===== src/rtl/mips_pkg.sv =====
// Shared encodings for the RISC_MIPS unified-memory arbiter: phase states,
// requester IDs and the default memory geometry.
package mips_pkg;

    localparam int MIPS_AW = 10;
    localparam int MIPS_DW = 32;

    typedef enum logic [1:0] {
        ST_LOAD = 2'd0,
        ST_RUN  = 2'd1,
        ST_HALT = 2'd2
    } state_t;

    typedef enum logic [1:0] {
        RQ_NONE = 2'd0,
        RQ_LD   = 2'd1,
        RQ_DM   = 2'd2,
        RQ_IF   = 2'd3
    } rq_id_t;

    // Bit positions of each requester in eligibility and grant vectors
    localparam int RQ_BIT_LD = 0;
    localparam int RQ_BIT_DM = 1;
    localparam int RQ_BIT_IF = 2;

endpackage


===== src/rtl/mips_prio_sel.sv =====
// Fixed-priority selector (loader > data > fetch) with a fetch override that
// lets a starved fetch beat the data port for one cycle.
module mips_prio_sel
    import mips_pkg::*;
(
    input  logic [2:0] elig_i,
    input  logic       starve_i,
    output logic [2:0] gnt_o,
    output rq_id_t     id_o
);

    always_comb begin
        gnt_o = '0;
        id_o  = RQ_NONE;
        if (elig_i[RQ_BIT_IF] && starve_i) begin
            gnt_o[RQ_BIT_IF] = 1'b1;
            id_o             = RQ_IF;
        end else if (elig_i[RQ_BIT_LD]) begin
            gnt_o[RQ_BIT_LD] = 1'b1;
            id_o             = RQ_LD;
        end else if (elig_i[RQ_BIT_DM]) begin
            gnt_o[RQ_BIT_DM] = 1'b1;
            id_o             = RQ_DM;
        end else if (elig_i[RQ_BIT_IF]) begin
            gnt_o[RQ_BIT_IF] = 1'b1;
            id_o             = RQ_IF;
        end
    end

endmodule


===== src/rtl/mips_mem_arbiter.sv =====
// Single-port arbiter/sequencer for the unified instruction/data memory:
// LOAD/RUN/HALT phase FSM, fetch starvation guard and read-valid steering.
module mips_mem_arbiter
    import mips_pkg::*;
#(
    parameter int AW         = MIPS_AW,
    parameter int DW         = MIPS_DW,
    parameter int STARVE_MAX = 4
) (
    input  logic          CLK,
    input  logic          RST_N,
    input  logic          LOAD_MODE,
    input  logic          HALTED,
    input  logic          LD_REQ,
    input  logic          LD_WE,
    input  logic [AW-1:0] LD_ADDR,
    input  logic [DW-1:0] LD_WDATA,
    output logic          LD_GNT,
    output logic          LD_RVALID,
    input  logic          DM_REQ,
    input  logic          DM_WE,
    input  logic [AW-1:0] DM_ADDR,
    input  logic [DW-1:0] DM_WDATA,
    output logic          DM_GNT,
    output logic          DM_RVALID,
    input  logic          IF_REQ,
    input  logic [AW-1:0] IF_ADDR,
    output logic          IF_GNT,
    output logic          IF_RVALID,
    output logic [DW-1:0] RDATA,
    output logic          MEM_EN,
    output logic          MEM_WE,
    output logic [AW-1:0] MEM_ADDR,
    output logic [DW-1:0] MEM_WDATA,
    input  logic [DW-1:0] MEM_RDATA,
    output logic [1:0]    STATE
);

    localparam int            SW   = $clog2(STARVE_MAX + 1);
    localparam logic [SW-1:0] SMAX = SW'(STARVE_MAX);

    state_t        state_q, state_d;
    rq_id_t        pend_q, pend_d;
    rq_id_t        win_id;
    logic [SW-1:0] scnt_q, scnt_d;
    logic [2:0]    elig;
    logic [2:0]    gnt;
    logic          starve;
    logic          rd_now;

    always_comb begin
        elig = '0;
        case (state_q)
            ST_LOAD: elig[RQ_BIT_LD] = LD_REQ;
            ST_RUN: begin
                elig[RQ_BIT_DM] = DM_REQ;
                elig[RQ_BIT_IF] = IF_REQ;
            end
            ST_HALT: elig[RQ_BIT_DM] = DM_REQ;
            default: elig = '0;
        endcase
    end

    assign starve = (state_q == ST_RUN) && (scnt_q == SMAX);

    mips_prio_sel u_prio_sel (
        .elig_i   (elig),
        .starve_i (starve),
        .gnt_o    (gnt),
        .id_o     (win_id)
    );

    assign LD_GNT = gnt[RQ_BIT_LD];
    assign DM_GNT = gnt[RQ_BIT_DM];
    assign IF_GNT = gnt[RQ_BIT_IF];

    always_comb begin
        MEM_EN    = 1'b0;
        MEM_WE    = 1'b0;
        MEM_ADDR  = '0;
        MEM_WDATA = '0;
        case (win_id)
            RQ_LD: begin
                MEM_EN    = 1'b1;
                MEM_WE    = LD_WE;
                MEM_ADDR  = LD_ADDR;
                MEM_WDATA = LD_WDATA;
            end
            RQ_DM: begin
                MEM_EN    = 1'b1;
                MEM_WE    = DM_WE;
                MEM_ADDR  = DM_ADDR;
                MEM_WDATA = DM_WDATA;
            end
            RQ_IF: begin
                MEM_EN    = 1'b1;
                MEM_ADDR  = IF_ADDR;
            end
            default: ;
        endcase
    end

    assign rd_now = MEM_EN && !MEM_WE;
    assign pend_d = rd_now ? win_id : RQ_NONE;

    // A loader read keeps us in LOAD from its grant until its data returns
    always_comb begin
        state_d = state_q;
        case (state_q)
            ST_LOAD: begin
                if (!LOAD_MODE && !(rd_now && win_id == RQ_LD) && pend_q != RQ_LD)
                    state_d = ST_RUN;
            end
            ST_RUN: begin
                if (LOAD_MODE)
                    state_d = ST_LOAD;
                else if (HALTED)
                    state_d = ST_HALT;
            end
            ST_HALT: begin
                if (LOAD_MODE)
                    state_d = ST_LOAD;
            end
            default: state_d = ST_LOAD;
        endcase
    end

    always_comb begin
        scnt_d = '0;
        if (state_q == ST_RUN && IF_REQ && !IF_GNT)
            scnt_d = DM_GNT ? scnt_q + 1'b1 : scnt_q;
    end

    always_ff @(posedge CLK) begin
        if (!RST_N) begin
            state_q <= ST_LOAD;
            pend_q  <= RQ_NONE;
            scnt_q  <= '0;
        end else begin
            state_q <= state_d;
            pend_q  <= pend_d;
            scnt_q  <= scnt_d;
        end
    end

    assign LD_RVALID = (pend_q == RQ_LD);
    assign DM_RVALID = (pend_q == RQ_DM);
    assign IF_RVALID = (pend_q == RQ_IF);
    assign RDATA     = (pend_q != RQ_NONE) ? MEM_RDATA : '0;
    assign STATE     = state_q;

endmodule


===== config.mk =====
export PLATFORM = sky130hd
export DESIGN_NAME = mips_mem_arbiter
export DESIGN_NICKNAME = d
export VERILOG_FILES = /design/src/rtl/mips_pkg.sv /design/src/rtl/mips_prio_sel.sv /design/src/rtl/mips_mem_arbiter.sv
export SDC_FILE = /design/constraint.sdc
export NUM_CORES = 1
export LEC_CHECK = 0
export CAP_MARGIN = 20
export CELL_PAD_IN_SITES_DETAIL_PLACEMENT = 1
export CELL_PAD_IN_SITES_GLOBAL_PLACEMENT = 1
export CORE_ASPECT_RATIO = 1.25
export CORE_MARGIN = 2
export CORE_UTILIZATION = 13
export DETAILED_ROUTE_END_ITERATION = 12
export GPL_TIMING_DRIVEN = 0
export PLACE_DENSITY = 0.87
export SETUP_SLACK_MARGIN = 0.1
export SYNTH_ARGS = -nofsm -noshare
export SYNTH_HDL_FRONTEND = slang
export SYNTH_HIERARCHICAL = 1
export SYNTH_SLANG_ARGS = --single-unit

===== constraint.sdc =====
create_clock -name CLK -period 5.28 [get_ports CLK]
set_input_delay 0.792 -clock CLK [delete_from_list [all_inputs] [get_ports CLK]]
set_output_delay 0.792 -clock CLK [all_outputs]
set_load 0.01 [all_outputs]

After elaboration in Yosys (flattened, before gate mapping):

Index checks and enable logic that the tools add are counted.

* register bits after elaboration: 7
* output and inout port bits: 84
* word-level logic and storage cells: 60

* $add $sub $neg: 1
* eq/ne operators: 13
* muxes and demuxes: 24
* reduce and logical (&&, ||, !) cells: 19

Operators by type and width (number)
* $pmux W32 S2: 1
* $mux W32: 1
* $pmux W10 S3: 1
* $mux W2: 10
* $eq A2 B2 Y1 const B: 5
* $mux W1: 9
* $logic_and A1 B1 Y1: 8
* $eq A2 B1 Y1 const B: 3
* $pmux W2 S3: 1
* $logic_not A1 Y1: 4
* $ne A2 B2 Y1 const B: 2
* $reduce_and A2 Y1: 2
* $add A3 B1 Y3 const B: 1
* $eq A3 B3 Y1 const B: 1
* $ne A3 B3 Y1 const B: 1
* $reduce_and A3 Y1: 1
* $reduce_or A3 Y1: 1
* $logic_not A2 Y1: 1
* $ne A2 B1 Y1 const B: 1
* $pmux W1 S2: 1
* $reduce_bool A2 Y1: 1
* $reduce_or A2 Y1: 1

Logic depth before layout (Yosys ltp):

* depth in word-level cells: 16
* mapped depth: 12

Modules after synthesis:

Netlist, hierarchy kept.

Modules (own cells, without submodules)
* mips_mem_arbiter: times used 1, cells each 192, area an instance 1271.2 µm²
* mips_prio_sel: times used 1, cells each 10, area an instance 58.8 µm²

Worst setup path after synthesis:

OpenSTA, ideal clock, no wires.

* path type: in2out
* start: input port LD_REQ
* end: output port MEM_ADDR[0]
* arrival time: 2388 ps
* data required time: 4488 ps
* path slack: 2100 ps
* stages: 9
* cell sequence: and2_1 -> nor2b_1 -> o21ai_0 -> inv_1 -> ha_1 -> buf_2 -> clkbuf_1 -> a222oi_1 -> nor2_1

* longest elaborated chain between the ends: 5
* elaborated cells on any way between the ends: 7
* those cells by class: 3 x eq/ne; 4 x mux

RTL lines
* start: declaration: line mips_mem_arbiter.sv:14 `input logic LD_REQ,`
* $mux W1 (*): line mips_mem_arbiter.sv:53 `case (state_q)`
* $mux W2 (*): line mips_prio_sel.sv:18 `end else if (elig_i[RQ_BIT_LD]) begin`
* $mux W2 (*): line mips_prio_sel.sv:15 `if (elig_i[RQ_BIT_IF] && starve_i) begin`
* via win_id[1]: line mips_mem_arbiter.sv:44 `rq_id_t win_id;`
* $eq A2 B2 Y1 / $eq A2 B1 Y1 (equally long branches): line mips_mem_arbiter.sv:82 `case (win_id)`
* $pmux W10 S3 (*): line mips_mem_arbiter.sv:82
* end: declaration: line mips_mem_arbiter.sv:33 `output logic [AW-1:0] MEM_ADDR,`

The timed path passes the listed nets; every way through them passes the cells marked *.

Final worst setup path:

* start: input port IF_REQ
* end: output port MEM_ADDR[7]

* longest elaborated chain between the ends: 7
* elaborated cells on any way between the ends: 10
* those cells by class: 3 x eq/ne; 6 x mux; 1 x reduce/logical

RTL lines
* start: declaration: line mips_mem_arbiter.sv:26 `input logic IF_REQ,`
* $mux W1 (*): line mips_mem_arbiter.sv:53
* via elig[2]: line mips_mem_arbiter.sv:46 `logic [2:0] elig;`
* $mux W2: line mips_prio_sel.sv:24 `end else if (elig_i[RQ_BIT_IF]) begin`
* $mux W2: line mips_prio_sel.sv:21 `end else if (elig_i[RQ_BIT_DM]) begin`
* $mux W2: line mips_prio_sel.sv:18
* $mux W2 (*): line mips_prio_sel.sv:15
* via win_id[1]: line mips_mem_arbiter.sv:44
* $eq A2 B2 Y1 / $eq A2 B1 Y1 (equally long branches): line mips_mem_arbiter.sv:82
* $pmux W10 S3 (*): line mips_mem_arbiter.sv:82

Marks and branches as above.

==> results_dict.tcl <==
set metrics [dict create \
    fill_cells 1204 \
    clkTransAtPathRegs_ps 40 \
    fin_area_mm2 0.00375 \
    yosysTopAreaCell "a22oi_1" \
    clock-sinks 7 \
    cpMaxStageDelayCell "clkdlybuf4s50_1" \
    synth_cell_types 29 \
    firstDrtPassIters 4 \
    worst_pin_slew_ps 598 \
    core_mm2 0.0101 \
    placed_area_mm2 0.00367 \
    postRouteAntennaNets 0 \
    yosys_warnings 6 \
    critical_path.startpoint "IF_REQ" \
    post_cts_resized 0 \
    cts_tree "built" \
    wirelength_um 9020 \
    synth_edf_count 0 \
    vias_per_cell 4.44 \
    final-max-slew-violation-count 0 \
    synth_area_leaders "a22oi_1 (19%), nor2b_1 (16%), nor2_1 (14%), dfxtp_1 (11%), ha_1 (8.5%)" \
    ir_drop_mv 0.132 \
    maxCapViolCount 0 \
    place_inst 549 \
    diodes 0 \
    rows 41 \
    drc 0 \
    status "finished, final reports clean" \
    route.vias.total 2454 \
    setup_viol 0 \
    layout.nets 569 \
    synth_commonest_cells "nor2_1 (48), nor2b_1 (35), a22oi_1 (33)" \
    min_period_over_period_pct 86.2 \
    synthArstFlopShare_pct 0 \
    cp-start-kind "input pin" \
    cp_top_family "buffers and inverters" \
    hold_buffers 0 \
    synth-seq-cells 7 \
    syn_nets 346 \
    grt_pass1_vias 2634 \
    drtIter0Drc 45 \
    synth_most_common_cell "nor2_1" \
    syn_area_mm2 0.00133 \
    ys_seq_area_share_pct 10.5 \
    fmax_mhz 220 \
    p_per_area_mw_per_mm2 230 \
    synth_top_area_share_pct 18.6 \
    tns_ps 0 \
    rsz0062_at_grt "no" \
    multi_input_area_mm2 0.00108 \
    syn_avg_cell_area_um2 6.58 \
    skew_ps 3.02 \
    critPathMaxStageDelay_ps 490 \
    cts_setup_buffers 0 \
    antenna_found_initial 1 \
    worstReg2RegStart "STATE[0]" \
    leakage_nw 1.35 \
    overflow 0 \
    final-hold-violation-count 0 \
    crit_fanout 10 \
    rrSetupSlack_ps 2370 \
    die-area_mm2 0.0111 \
    seq_area_um2 140 \
    crit_chain "clkdlybuf4s50_1 -> and2_1 -> inv_1 -> o21ai_0 -> inv_1 -> ha_1 -> buf_2 -> clkbuf_1 -> a222oi_1 -> nor2_1 -> clkdlybuf4s50_1" \
    ios 219 \
    whs_ps 519 \
    endpoint_kind "primary output" \
    path_class "in -> out" \
    critPathBufInv 6 \
    whs_endpoint "STATE[1]" \
    area_growth_pct 182 \
    dieWidth_um 94.5 \
    final.min_clock_period_ps 4550 \
    pre_cts_slack_ps 709 \
    initial_core_util_pct 13.2 \
    r2r-end "STATE[0]" \
    final_cell_count_no_fill 553 \
    hpwl_um 7700 \
    grt_max_degree 11 \
    port_buffers 218 \
    die_h_um 117 \
    critPathRequiredTime_ps 4490 \
    drive_gt1_share_pct 1.65 \
    root_buffer "clkbuf_16" \
    gp_congestion 0.734 \
    min_path_type "reg -> reg" \
    clk_latency_ps 240 \
    finalWorstSetupSlack_ps 730 \
    max-slew-margin-rel_pct 60.2 \
    power_mw 0.864 \
    hold_depth 2 \
    syn_inst 202 \
    htreeDepth 1 \
    reg2reg_depth 11 \
    cp.arrival_ps 3760 \
    wl_per_cell_um 16.3 \
    synth_ff_type "dfxtp_1" \
    grt_pass1_wl_um 12900 \
    grt_use_total_pct 14.9 \
    utilization_pct 37.3 \
    hp-start "STATE[1]" \
    cts_made_buffers 3 \
    cts_buffer_depth 2 \
]
==> flip-flops by register name, indices dropped and copies added (netlist names) <==
| name | flops |
|---|---|
| pend_q | 2 |
| STATE | 2 |
| scnt_q | 3 |
==> cell usage in the layout, fill, tap and decap left out, types with 2 or more instances in the layout <==
cell type and count:
a21oi_1 3, a222oi_1 10, a22oi_1 33, and2_1 4
and3_1 3, clkbuf_1 17, clkbuf_16 3, clkdlybuf4s50_1 218
dfxtp_1 7, ha_1 9, inv_1 8, mux2i_1 2
nand2_1 2, nand2b_1 3, nand3b_1 2, nor2_1 48
nor2b_1 35, o21a_1 3, o21ai_0 2
==> cell type report <==
type | instances | area share, %
Multi-Input combinational cell | 167 | 28.8
Clock buffer | 4 | 2.10
Timing Repair Buffer | 218 | 58.2
Tap cell | 129 | 4.30
Buffer | 18 | 1.93
Sequential cell | 7 | 3.73
Inverter | 10 | 1.00
==> worst max-delay path by stage <==
stage,end,slack (ps),cells past startpoint
5_1_grt,MEM_ADDR[3],460,11
3_3_place_gp,MEM_ADDR[4],770,11
2_1_floorplan,MEM_ADDR[0],2100,9
4_1_cts,MEM_ADDR[7],710,11
3_5_place_dp,MEM_ADDR[4],710,11
6_report,MEM_ADDR[7],730,11
==> where the power goes <==
group	leakage (nW)	total, mW	switching, mW	internal, mW
clock network	0.0382	0.132	0.0316	0.101
registers	0.0568	0.0614	0.00402	0.0574
logic	1.26	0.670	0.316	0.354
==> layer usage <==
layer,global-route usage [%],share of wire (%)
met4,1.74,0.43
met5,0,0.14
met2,30.9,54
met3,5.83,13
met1,14.0,32
==> worst reg2reg max path, delay by kind of cell (launching register included) <==
kind / cells / cell delay (ps)
AND/OR/NAND/NOR: 3 / 820
AO/OA/AOI/OAI: 3 / 800
adder cells (fa/ha/maj): 2 / 550
flip-flops: 1 / 360
buffers and inverters: 3 / 310
==> logic make-up after synthesis <==
group	share of synthesized area (%)
AOI/OAI and AO/OA	32.9
xor gates and xnor gates	1.32
adders and majority gates	8.47
buffers and inverters	8.28
DFF	10.5
muxes	1.51
and+or+nand+nor	37.0
No activity file was read; power rests on OpenSTA's default activity.
